<file path="src/rtl/spi_master_robot.sv">
// ---------------------------------------------------------------------------
// spi_master_robot
//   SPI master (mode 0, MSB first) behind the robot IO register block.
//   Each start pulse runs one full-duplex DATA_W-bit transfer.
//   Software reads the result back as a 32-bit status word.
//
//   Ports:
//     i_clk      system clock, rising edge
//     i_rst      asynchronous active-low reset
//     i_start    one-cycle launch pulse; honoured only when idle
//     i_tx_data  SPI output register; [DATA_W-1:0] are transmitted
//     i_clkdiv   divider register; half-period H = i_clkdiv[DIV_W-1:0] + 1
//     i_miso     serial data from the slave
//     o_sclk     SPI clock, idles low
//     o_mosi     serial data to the slave
//     o_cs_n     active-low chip select
//     o_status   {busy, done, 0..., rx_data[DATA_W-1:0]}
//
//   Build option:
//     SPI_LOOPBACK_EN - when defined, rx samples the driven o_mosi instead
//                       of i_miso (self-test). The pins behave the same.
//
//   The FSM runs one cycle ahead of the pins. Every pin and status bit is a
//   register loaded from the current state. As a result, cs_n/busy change
//   one edge after start is sampled. Done appears one edge after the FSM
//   returns to IDLE.
// ---------------------------------------------------------------------------
module spi_master_robot #(
    parameter int DATA_W = 8,
    parameter int DIV_W  = 16
) (
    input  logic        i_clk,
    input  logic        i_rst,
    input  logic        i_start,
    input  logic [31:0] i_tx_data,
    input  logic [31:0] i_clkdiv,
    input  logic        i_miso,
    output logic        o_sclk,
    output logic        o_mosi,
    output logic        o_cs_n,
    output logic [31:0] o_status
);

    localparam int BW = $clog2(DATA_W) + 1;

    typedef enum logic [1:0] {IDLE, SETUP, SHIFT, HOLD} state_t;

    state_t              r_state,    w_state;
    logic [DIV_W-1:0]    r_cnt,      w_cnt;
    logic [DIV_W-1:0]    r_hm1,      w_hm1;      // latched H-1
    logic                r_phase_hi, w_phase_hi;
    logic [BW-1:0]       r_bits,     w_bits;     // completed sclk periods
    logic [DATA_W-1:0]   r_tx_sr,    w_tx_sr;
    logic                w_acc, w_fin;

    logic                r_sclk, r_mosi, r_cs_n, r_busy, r_done;
    logic                r_acc, r_fin;
    logic [DATA_W-1:0]   r_rx_sr, r_rx;
    logic                w_sclk, w_mosi, w_sample;

`ifdef SPI_LOOPBACK_EN
    assign w_sample = r_mosi;
    logic w_unused_bits;
    assign w_unused_bits = ^{i_tx_data[31:DATA_W], i_clkdiv[31:DIV_W], i_miso};
`else
    assign w_sample = i_miso;
    logic w_unused_bits;
    assign w_unused_bits = ^{i_tx_data[31:DATA_W], i_clkdiv[31:DIV_W]};
`endif

    // ---------------- FSM: state register ----------------
    always_ff @(posedge i_clk or negedge i_rst) begin
        if (!i_rst) begin
            r_state    <= IDLE;
            r_cnt      <= '0;
            r_hm1      <= '0;
            r_phase_hi <= 1'b0;
            r_bits     <= '0;
            r_tx_sr    <= '0;
        end else begin
            r_state    <= w_state;
            r_cnt      <= w_cnt;
            r_hm1      <= w_hm1;
            r_phase_hi <= w_phase_hi;
            r_bits     <= w_bits;
            r_tx_sr    <= w_tx_sr;
        end
    end

    // ---------------- FSM: next state ----------------
    always_comb begin
        w_state    = r_state;
        w_cnt      = r_cnt;
        w_hm1      = r_hm1;
        w_phase_hi = r_phase_hi;
        w_bits     = r_bits;
        w_tx_sr    = r_tx_sr;
        w_acc      = 1'b0;
        w_fin      = 1'b0;
        case (r_state)
            IDLE: begin
                if (i_start) begin
                    w_state = SETUP;
                    w_cnt   = i_clkdiv[DIV_W-1:0];
                    w_hm1   = i_clkdiv[DIV_W-1:0];
                    w_tx_sr = i_tx_data[DATA_W-1:0];
                    w_acc   = 1'b1;
                end
            end
            SETUP: begin
                if (r_cnt == '0) begin
                    w_state    = SHIFT;
                    w_cnt      = r_hm1;
                    w_phase_hi = 1'b1;
                    w_bits     = '0;
                end else begin
                    w_cnt = r_cnt - DIV_W'(1);
                end
            end
            SHIFT: begin
                if (r_cnt != '0) begin
                    w_cnt = r_cnt - DIV_W'(1);
                end else if (r_phase_hi) begin
                    // Falling edge: the next tx bit moves into the MSB.
                    w_phase_hi = 1'b0;
                    w_cnt      = r_hm1;
                    w_tx_sr    = {r_tx_sr[DATA_W-2:0], 1'b0};
                end else if (r_bits == BW'(DATA_W - 1)) begin
                    w_state = HOLD;
                    w_cnt   = r_hm1;
                end else begin
                    w_bits     = r_bits + BW'(1);
                    w_phase_hi = 1'b1;
                    w_cnt      = r_hm1;
                end
            end
            HOLD: begin
                if (r_cnt == '0) begin
                    w_state = IDLE;
                    w_fin   = 1'b1;
                end else begin
                    w_cnt = r_cnt - DIV_W'(1);
                end
            end
            default: w_state = IDLE;
        endcase
    end

    assign w_sclk = (r_state == SHIFT) && r_phase_hi;
    assign w_mosi = (r_state != IDLE) ? r_tx_sr[DATA_W-1] : 1'b0;

    // ---------------- pin / status registers ----------------
    always_ff @(posedge i_clk or negedge i_rst) begin
        if (!i_rst) begin
            r_sclk  <= 1'b0;
            r_mosi  <= 1'b0;
            r_cs_n  <= 1'b1;
            r_busy  <= 1'b0;
            r_done  <= 1'b0;
            r_acc   <= 1'b0;
            r_fin   <= 1'b0;
            r_rx_sr <= '0;
            r_rx    <= '0;
        end else begin
            r_sclk <= w_sclk;
            r_mosi <= w_mosi;
            r_cs_n <= (r_state == IDLE);
            r_busy <= (r_state != IDLE);
            r_acc  <= w_acc;
            r_fin  <= w_fin;
            // This is the edge on which the pin sclk goes 0->1.
            if (w_sclk && !r_sclk)
                r_rx_sr <= {r_rx_sr[DATA_W-2:0], w_sample};
            if (r_acc)
                r_done <= 1'b0;
            if (r_fin) begin
                r_done <= 1'b1;
                r_rx   <= r_rx_sr;
            end
        end
    end

    assign o_sclk = r_sclk;
    assign o_mosi = r_mosi;
    assign o_cs_n = r_cs_n;

    always_comb begin
        o_status               = '0;
        o_status[DATA_W-1:0]   = r_rx;
        o_status[30]           = r_done;
        o_status[31]           = r_busy;
    end

endmodule
</file>
<file path="config.mk">
export PLATFORM = sky130hd
export DESIGN_NAME = spi_master_robot
export DESIGN_NICKNAME = d
export VERILOG_FILES = /design/src/rtl/spi_master_robot.sv
export SDC_FILE = /design/constraint.sdc
export NUM_CORES = 1
export LEC_CHECK = 0
export CAP_MARGIN = 15
export CORE_UTILIZATION = 49
export DETAILED_ROUTE_END_ITERATION = 12
export PLACE_DENSITY = 0.77
export SYNTH_ARGS = -nofsm -noshare
export SYNTH_HDL_FRONTEND = slang
export SYNTH_SLANG_ARGS = --single-unit
</file>
<file path="constraint.sdc">
create_clock -name i_clk -period 2.54 [get_ports i_clk]
set_input_delay 0.635 -clock i_clk [delete_from_list [all_inputs] [get_ports i_clk]]
set_output_delay 0.635 -clock i_clk [all_outputs]
set_load 0.005 [all_outputs]
</file>
==> metrics.md <==
| Metric | Value |
|---|---|
| Root Buffer | `clkbuf_8` |
| Synth area leaders | `dfrtp_1 (45%), nand2_1 (7.0%), mux2_2 (5.2%)` |
| RSZ-0062 raised after global routing | `no` |
| GRT Overall Usage | `23.34%` |
| Share of cells above drive strength 1 | `17.80%` |
| Status | `completed` |
| DRT iter0 DRCs | `235` |
| Clock latency on the worst-skew pair | `0.36 ns` |
| Synthesized area per cell | `9.456 µm²` |
| Final Hold Fails | `0` |
| Min Tclk post-route | `2.299 ns` |
| Number of synthesized flops with an enable pin | `0` |
| Seq pwr share | `35.1%` |
| Synth warn | `0` |
| Per-cell routed wire length | `15.35 µm` |
| Gr ovfl total | `0` |
| Worst Path Required | `2.78 ns` |
| Initial Util | `50.31%` |
| Row cnt | `32` |
| Setup bufs post-CTS | `0` |
| Core Region | `0.007687 mm²` |
| Critical path, cell by cell | `inv_1 > ha_1 > nor3b_2 > and3_1 > buf_4 > nand3_1 > a221o_1 > a32o_1` |
| Top-area cell type share of the netlist area | `44.65%` |
| Crit path DAT | `2.54 ns` |
| Internal | `0.003158 W` |
| Clk pwr share | `18.3%` |
| Mapped Area | `0.003867 mm²` |
| Die ar. | `0.008252 mm²` |
| Crit path max fanout | `5` |
| HP Class | `input port to asynchronous set/reset pin` |
| Largest net degree at the start of global routing | `71` |
| Post-cts resize count | `0` |
| NetSw | `0.002153 W` |
| Final Util | `60.55%` |
| CTS Buffer Depth | `2` |
| First-pass GRT wire length | `15.20 mm` |
| Crit end category | `flip-flop` |
| Ys flop type | `dfrtp_1` |
| Worst setup margin | `0.2412 ns` |
| Clock sink total | `70` |
| Max incr delay on CP | `0.39 ns` |
| Die Width | `90.84 µm` |
| Ys async rst share | `100.0%` |
| Distinct cells, synth | `60` |
| Hpwl dp | `5.947 mm` |
| DR vias | `3240` |
| Crit-path slowest cell | `dfrtp_1` |
| Leakage | `2.119 nW` |
| Sw Share | `40.54%` |
| Final instance area | `0.004654 mm²` |
| CP Launch Type | `flip-flop` |
| Final net count | `542` |
| Combinational power share | `46.6%` |
| P&R area growth vs syn | `20.35%` |
| Setup TNS | `0 ns` |
| DP Worst Slack | `0.1795 ns` |
| Initial antenna violation count | `0` |
| Vias in the first global route | `3319` |
| Dpl cell area | `0.004444 mm²` |
| FMAX | `0.4350 GHz` |
| Routed vias/inst | `5.645` |
| Port bufs | `40` |
| Cells after Synth | `409` |
| Power density cells | `1141 mW/mm²` |
| Clock skew | `0.01177 ns` |
| Seq/Total Area, Yosys | `45.33%` |
| Cell family with most CP delay | `simple AND/OR/NAND/NOR gates` |
| Worst-margin pin slew | `0.5992 ns` |
| #FFs+latches synth | `70` |
| Critical path buffers and inverters | `2` |
| CTS tree | `built` |
| Max rail drop VDD | `0.0004430 V` |
| Worst-path clk slew | `0.07 ns` |
| Finish-stage setup viols | `0` |
| Drt pass-1 iters | `4` |
| Worst setup path class | `flip-flop to flip-flop` |
| Cell taking the most area after synthesis | `dfrtp_1` |
| Final worst path period share | `90.50%` |
| Max-Cap Viols | `0` |
| Slew headroom | `59.63%` |
| Antenna cells | `0` |
| Remaining DRCs | `0` |
| I/O pin cnt | `103` |
| Detailed Route WL | `8.811 mm` |
| Final Max Tran Viols | `0` |
| Die Y | `90.84 µm` |
| Inserted Clock Buffers | `9` |
| Hold Buf Count CTS | `0` |
| Number of H-tree levels | `3` |
| Design Power | `0.005311 W` |
| Final ANT Viol Nets | `0` |
| Placer Congestion | `0.8247` |
-- routing by layer --
layer  track usage (%)  wire (µm)  vias up
met4             12.96        233        0
met3             4.293        442       23
met5                 0          0        -
met2             39.52       4373      107
li1                  -          -     1528
met1             28.00       3761     1582
-- power by group through the flow --
stage	registers, W	clock network [W]	logic, W
3_5_place_dp	0.00187	0	0.00245
4_1_cts	0.00185	0.000988	0.00247
3_3_place_gp	0.00184	0	0.00235
5_1_grt	0.00192	0.00104	0.00275
6_report	0.00187	0.000971	0.00247
2_1_floorplan	0.00178	0	0.00176
-- sequential cells by signal (all words and copies together) (netlist names) --
name and cells:
r_state 2, r_cnt 16, r_fin 1, r_hm1 16
r_tx_sr 8, r_rx 8, r_phase_hi 1, r_rx_sr 8
o_cs_n 1, r_acc 1, r_done 1, r_busy 1
o_sclk 1, r_bits 4, o_mosi 1
-- worst register-to-register path, stage by stage, from the launching register on --
cell and delay, ns:
dfrtp_1 0.39, inv_1 0.12, ha_1 0.19, nor3b_2 0.33, and3_1 0.33, buf_4 0.15, nand3_1 0.11, a221o_1 0.32
a32o_1 0.25
-- through the flow --
| stage | std cells | hold slack (ns) |
|---|---|---|
| floorplan | 430 | 0.3394 |
| global placement | 559 | 0.4602 |
| detailed placement | 559 | 0.4673 |
| CTS | 574 | 0.3114 |
| global route | 574 | 0.3379 |
| finish | 574 | 0.2910 |
-- Yosys cell counts, drive strengths merged (4+ instances only) --
cell type / instances
a21oi: 16
nand2b: 5
nand3: 6
nand4: 5
nor2: 22
a32oi: 5
nor4: 4
o21ai: 29
o22ai: 7
mux2: 18
dfrtp: 69
buf: 32
ha: 6
a221oi: 11
xnor2: 9
inv: 18
clkbuf: 11
a31oi: 14
nand2: 73
nor3: 10
-- placed cells by master (no fill, tap or decap), drive strengths merged, types with 4 or more instances in the layout --
cell type and n:
nand2 73, dfrtp 69, clkdlybuf4s50 39, buf 31, o21ai 29, nor2 22, conb 22, inv 19
mux2 18, a21oi 16, a31oi 14, a221oi 11, nor3 10, xnor2 9, clkbuf 9, o22ai 7
ha 6, nand3 6, nand2b 5, a32oi 5, nand4 5, nor4 4
-- cell type report --
cell class / count / area [µm²]
well taps: 102 / 127.6
clock buffers: 9 / 123.9
inverters: 19 / 71.32
clock inverters: 6 / 86.33
fillers: 671 / 3033
multi-input cells: 298 / 1859
repair buffers: 70 / 633.1
flip-flops and latches: 70 / 1753
-- kinds of logic after synthesis --
family	count (synthesis)	synth area share [%]
simple gates	139	17.79
buf+inv	62	8.638
mux	19	5.500
compound gates	103	18.67
other cells	1	0.09696
xor+xnor	9	2.038
fa+ha+maj	6	1.941
flops	70	45.33
-- worst paths after layout --
path                               start        to  slack, ns  cells past startpoint
worst min-delay path               i_rst    o_sclk       0.29                      2
worst max register to register  r_cnt[0]  r_cnt[4]       0.24                      8
max in group asynchronous          i_rst    o_cs_n       1.92                      2
min in group i_clk              r_hm1[5]  r_hm1[5]       0.49                      2
worst min register to register  r_hm1[5]  r_hm1[5]       0.49                      2
worst max-delay path            r_cnt[0]  r_cnt[4]       0.24                      8
(Power assumes the default switching activity.)
==> edit 1 (same settings) <==
Add an input register stage for `i_start`; this delays it by one clock. The other inputs are not delayed to match. Comments in the files are not updated.
--- a/src/rtl/spi_master_robot.sv
+++ b/src/rtl/spi_master_robot.sv
@@ -47,2 +47,8 @@
 
+    logic i_start_q;
+
+    always_ff @(posedge i_clk) begin
+        i_start_q <= i_start;
+    end
+
     state_t              r_state,    w_state;
@@ -101,3 +107,3 @@
             IDLE: begin
-                if (i_start) begin
+                if (i_start_q) begin
                     w_state = SETUP;
Behaviour: not the same (a bounded check fails within 4 cycles, from zero or initial values and one cycle with i_rst low).
==> edit 1 against the unedited design <==
Sequential cell count increased by 1; global-route usage decreased by 0.88 points; utilization increased by 0.20 points; final cell count decreased by 0.52%; cell area increased by 0.32%; worst setup slack got worse by 0.056 ns; sequential share of layout area increased by 0.31 points; largest cell class unchanged; routed wire length decreased by 1.7%; power increased by 2.4%; the flow now finishes with violations (design-rule violations); synthesized area increased by 0.55%.
==> edit 1: results (changes against the unedited design) <==
metric	value	unit	change
CP endpoint	r_tx_sr[7]		
ANT cells	0		unchanged
compound-gate portion of the synthesized area	18.6	%	-0.10 points
VDD IR max	0.612	mV	+38%
RR Endpoint	r_tx_sr[7]		
post_cts resized	0		unchanged
Final clock-cell share	5.25	%	+0.74 points
Yosys warning count	0		unchanged
FF+latch count	71		+1.4%
Net Switching	0.00215	W	-0.25%
post-synthesis adder-cell area fraction	1.93	%	-0.011 points
crit-path max FO	8		+3
worst setup path category	flop to flop		
clk pwr	0.00110	W	+13%
layout cells sized above 1	16.8	%	-0.95 points
largest net degree at the start of global routing	71		unchanged
Signal buffers	65		-7.1%
combinational power	0.00245	W	
multi-input combinational area share	39.8	%	-0.18 points
share of synthesized area spent on multiplexers	5.47	%	-0.030 points
Gate power share	45.1	%	-1.5 points
gr usage total	22.5	%	-0.88 points
failing checks	design-rule violations		
DRC	1		+1
CLK BUF	10		+1
filler instances	670		-0.15%
post-synthesis sequential area ratio	45.6	%	+0.27 points
Synth Area in XOR/XNOR	2.03	%	-0.011 points
dpl hpwl	5.86	mm	-1.4%
Max stage delay on crit path	0.40	ns	
drt pass-1 iters	8		+4
routed len/inst	15.2	um	-1.2%
LEAKAGE	2.12	nW	about the same
status	complete, but fails checks		
first-pass GRT wire length	14.8	mm	-2.6%
routability cong.	0.904		+9.7%
reg2reg path depth	9		+1
vias in the first global route	3167		-4.6%
multi-input gates	298		unchanged
starting DRC count in detailed routing	172		-27%
top_reg_cell synth	dfrtp_1		
top post-synthesis cells by count	nand2_1, dfrtp_1, o21ai_0		
fraction of area in registers	38.0	%	+0.31 points
vias per inst	5.59		-0.96%
Skew-Pair Late Insertion Delay	0.34	ns	-0.02 ns
clk root buf	clkbuf_8		
Yosys cell types	60		unchanged
hold slack	0.299	ns	+0.00841 ns
Max-slew headroom	64.1	%	+4.4 points
Nets	538		-0.74%
dominant cells by area after synthesis	dfrtp_1, nand2_1, mux2_2		
Min-Delay Path Class	input port to asynchronous set/reset pin		
Layout Skew	0.0101	ns	-0.00166 ns
FF-to-FF setup slack	0.19	ns	-0.06 ns
Async SR Flop Fraction	98.6	%	-1.4 points
NonClk Buf Share	12.8	%	-0.85 points
CP arrival	2.59	ns	+0.05 ns
## edit 1: cell types whose count changed in the layout (fill, tap and decap cells not counted), sizes merged
cell	unedited run	this run
buf	31	26
bufinv	2	3
clkbuf	9	10
dfxtp	0	1
inv	19	18
## edit 1: through the flow
| step | worst slack [ns] | std cells | utilization [%] | area, um2 |
|---|---|---|---|---|
| detailed placement | 0.216 | 555 | 57.6 | 4420 |
| finish | 0.185 | 571 | 60.7 | 4670 |
| global route | 0.0340 | 571 | 60.7 | 4670 |
| floorplan | 0.281 | 431 | - | 3970 |
| CTS | 0.169 | 571 | 60.7 | 4670 |
| global placement | 0.269 | 555 | 57.6 | 4420 |
## edit 1: per-layer routing
layer | wire length [um] | GRT usage [%] | vias to the layer above
li1 | - | - | 1526
met1 | 3860 | 28.6 | 1536
met2 | 4230 | 36.9 | 111
met3 | 378 | 4.02 | 19
met4 | 193 | 11.2 | 0
met5 | 0 | 0 | -
==> edit 2 (same settings) <==
Without the edit above. Change the parameter `DATA_W` from 8 to 16.
--- a/src/rtl/spi_master_robot.sv
+++ b/src/rtl/spi_master_robot.sv
@@ -28,3 +28,3 @@
 module spi_master_robot #(
-    parameter int DATA_W = 8,
+    parameter int DATA_W = 16,
     parameter int DIV_W  = 16
Check against the original RTL: not equivalent (Yosys sat finds a counterexample within 4 cycles, from zero or initial values and one cycle with i_rst low).
==> edit 2 against the unedited design <==
The run now ends with negative setup slack left; final cell count grew 8.9%; cell area grew 29%; clock skew grew 0.0013 ns; routed wire length grew 16%; synthesized area grew 21%; power grew 23%; via count grew 8.3%; worst hold slack lost 0.073 ns; sequential cell count grew 25; worst setup slack lost 0.25 ns; largest power group unchanged; highest routed layer unchanged.
==> edit 2: results (changes against the unedited design) <==
metric	value	unit	change
endpoints failing setup	2		+2
FF-to-FF setup slack	-0.006	ns	-0.25 ns
post-synthesis adder-cell area fraction	1.87	%	-0.074 points
failing checks	negative setup slack		
routability cong.	0.903		+9.5%
first-pass GRT wire length	16.7	mm	+9.8%
routed len/inst	16.4	um	+6.8%
vias per inst	5.62		-0.51%
status	complete, but fails checks		
Layout Skew	0.0130	ns	+0.00128 ns
Sw Share	36.7	%	-3.9 points
Max stage delay on crit path	0.46	ns	+0.07 ns
clk slew on worst S/H paths	0.11	ns	+0.04 ns
crit-path max FO	7		+2
dominant cells by area after synthesis	dfrtp_1, mux2_2, o21ai_0		
VDD IR max	0.587	mV	+32%
Synth Area in XOR/XNOR	0.933	%	-1.1 points
TNS Setup	-0.00626	ns	-0.00626 ns
final cell count without fillers	625		+8.9%
DP Worst Slack	-0.143	ns	-0.322 ns
sequential power	0.00226	W	+21%
Post CTS Setup Buffer Count	1		+1
top post-synthesis cells by count	dfrtp_1, mux2_2, o21ai_0		
filler instances	722		+7.6%
largest net degree at the start of global routing	41		-42%
dpl hpwl	6.80	mm	+14%
final worst setup slack	-0.00592	ns	-0.247 ns
starting DRC count in detailed routing	173		-26%
drt pass-1 iters	5		+1
hold slack	0.218	ns	-0.0728 ns
[edit 2: kinds of logic (layout without fill, tap and decap cells)]
kind of cell    Yosys count  count (layout)
compound gates           87              87
xor+xnor                  5               5
fa+ha+maj                 7               7
buf+inv                  60             137
flops                    95              95
mux                      77              77
other cells               1              14
simple gates             74              74
[edit 2: layout make-up]
| cell class | instances | area [um2] | share of cell area (%) |
|---|---|---|---|
| flip-flops and latches | 95 | 2380 | 39.5 |
| repair buffers | 104 | 975 | 16.2 |
| well taps | 129 | 161 | 2.68 |
| clock buffers | 9 | 124 | 2.06 |
| multi-input cells | 264 | 2250 | 37.4 |
| inverters | 17 | 63.8 | 1.06 |
| clock inverters | 7 | 67.6 | 1.12 |
[edit 2: layer usage]
| layer | vias to the layer above | GRT usage [%] | routed length [um] |
|---|---|---|---|
| li1 | 1619 | - | - |
| met1 | 1765 | 28.6 | 4590 |
| met2 | 107 | 34.3 | 5030 |
| met3 | 19 | 3.76 | 416 |
| met4 | 0 | 9.62 | 214 |
| met5 | - | 0 | 0 |
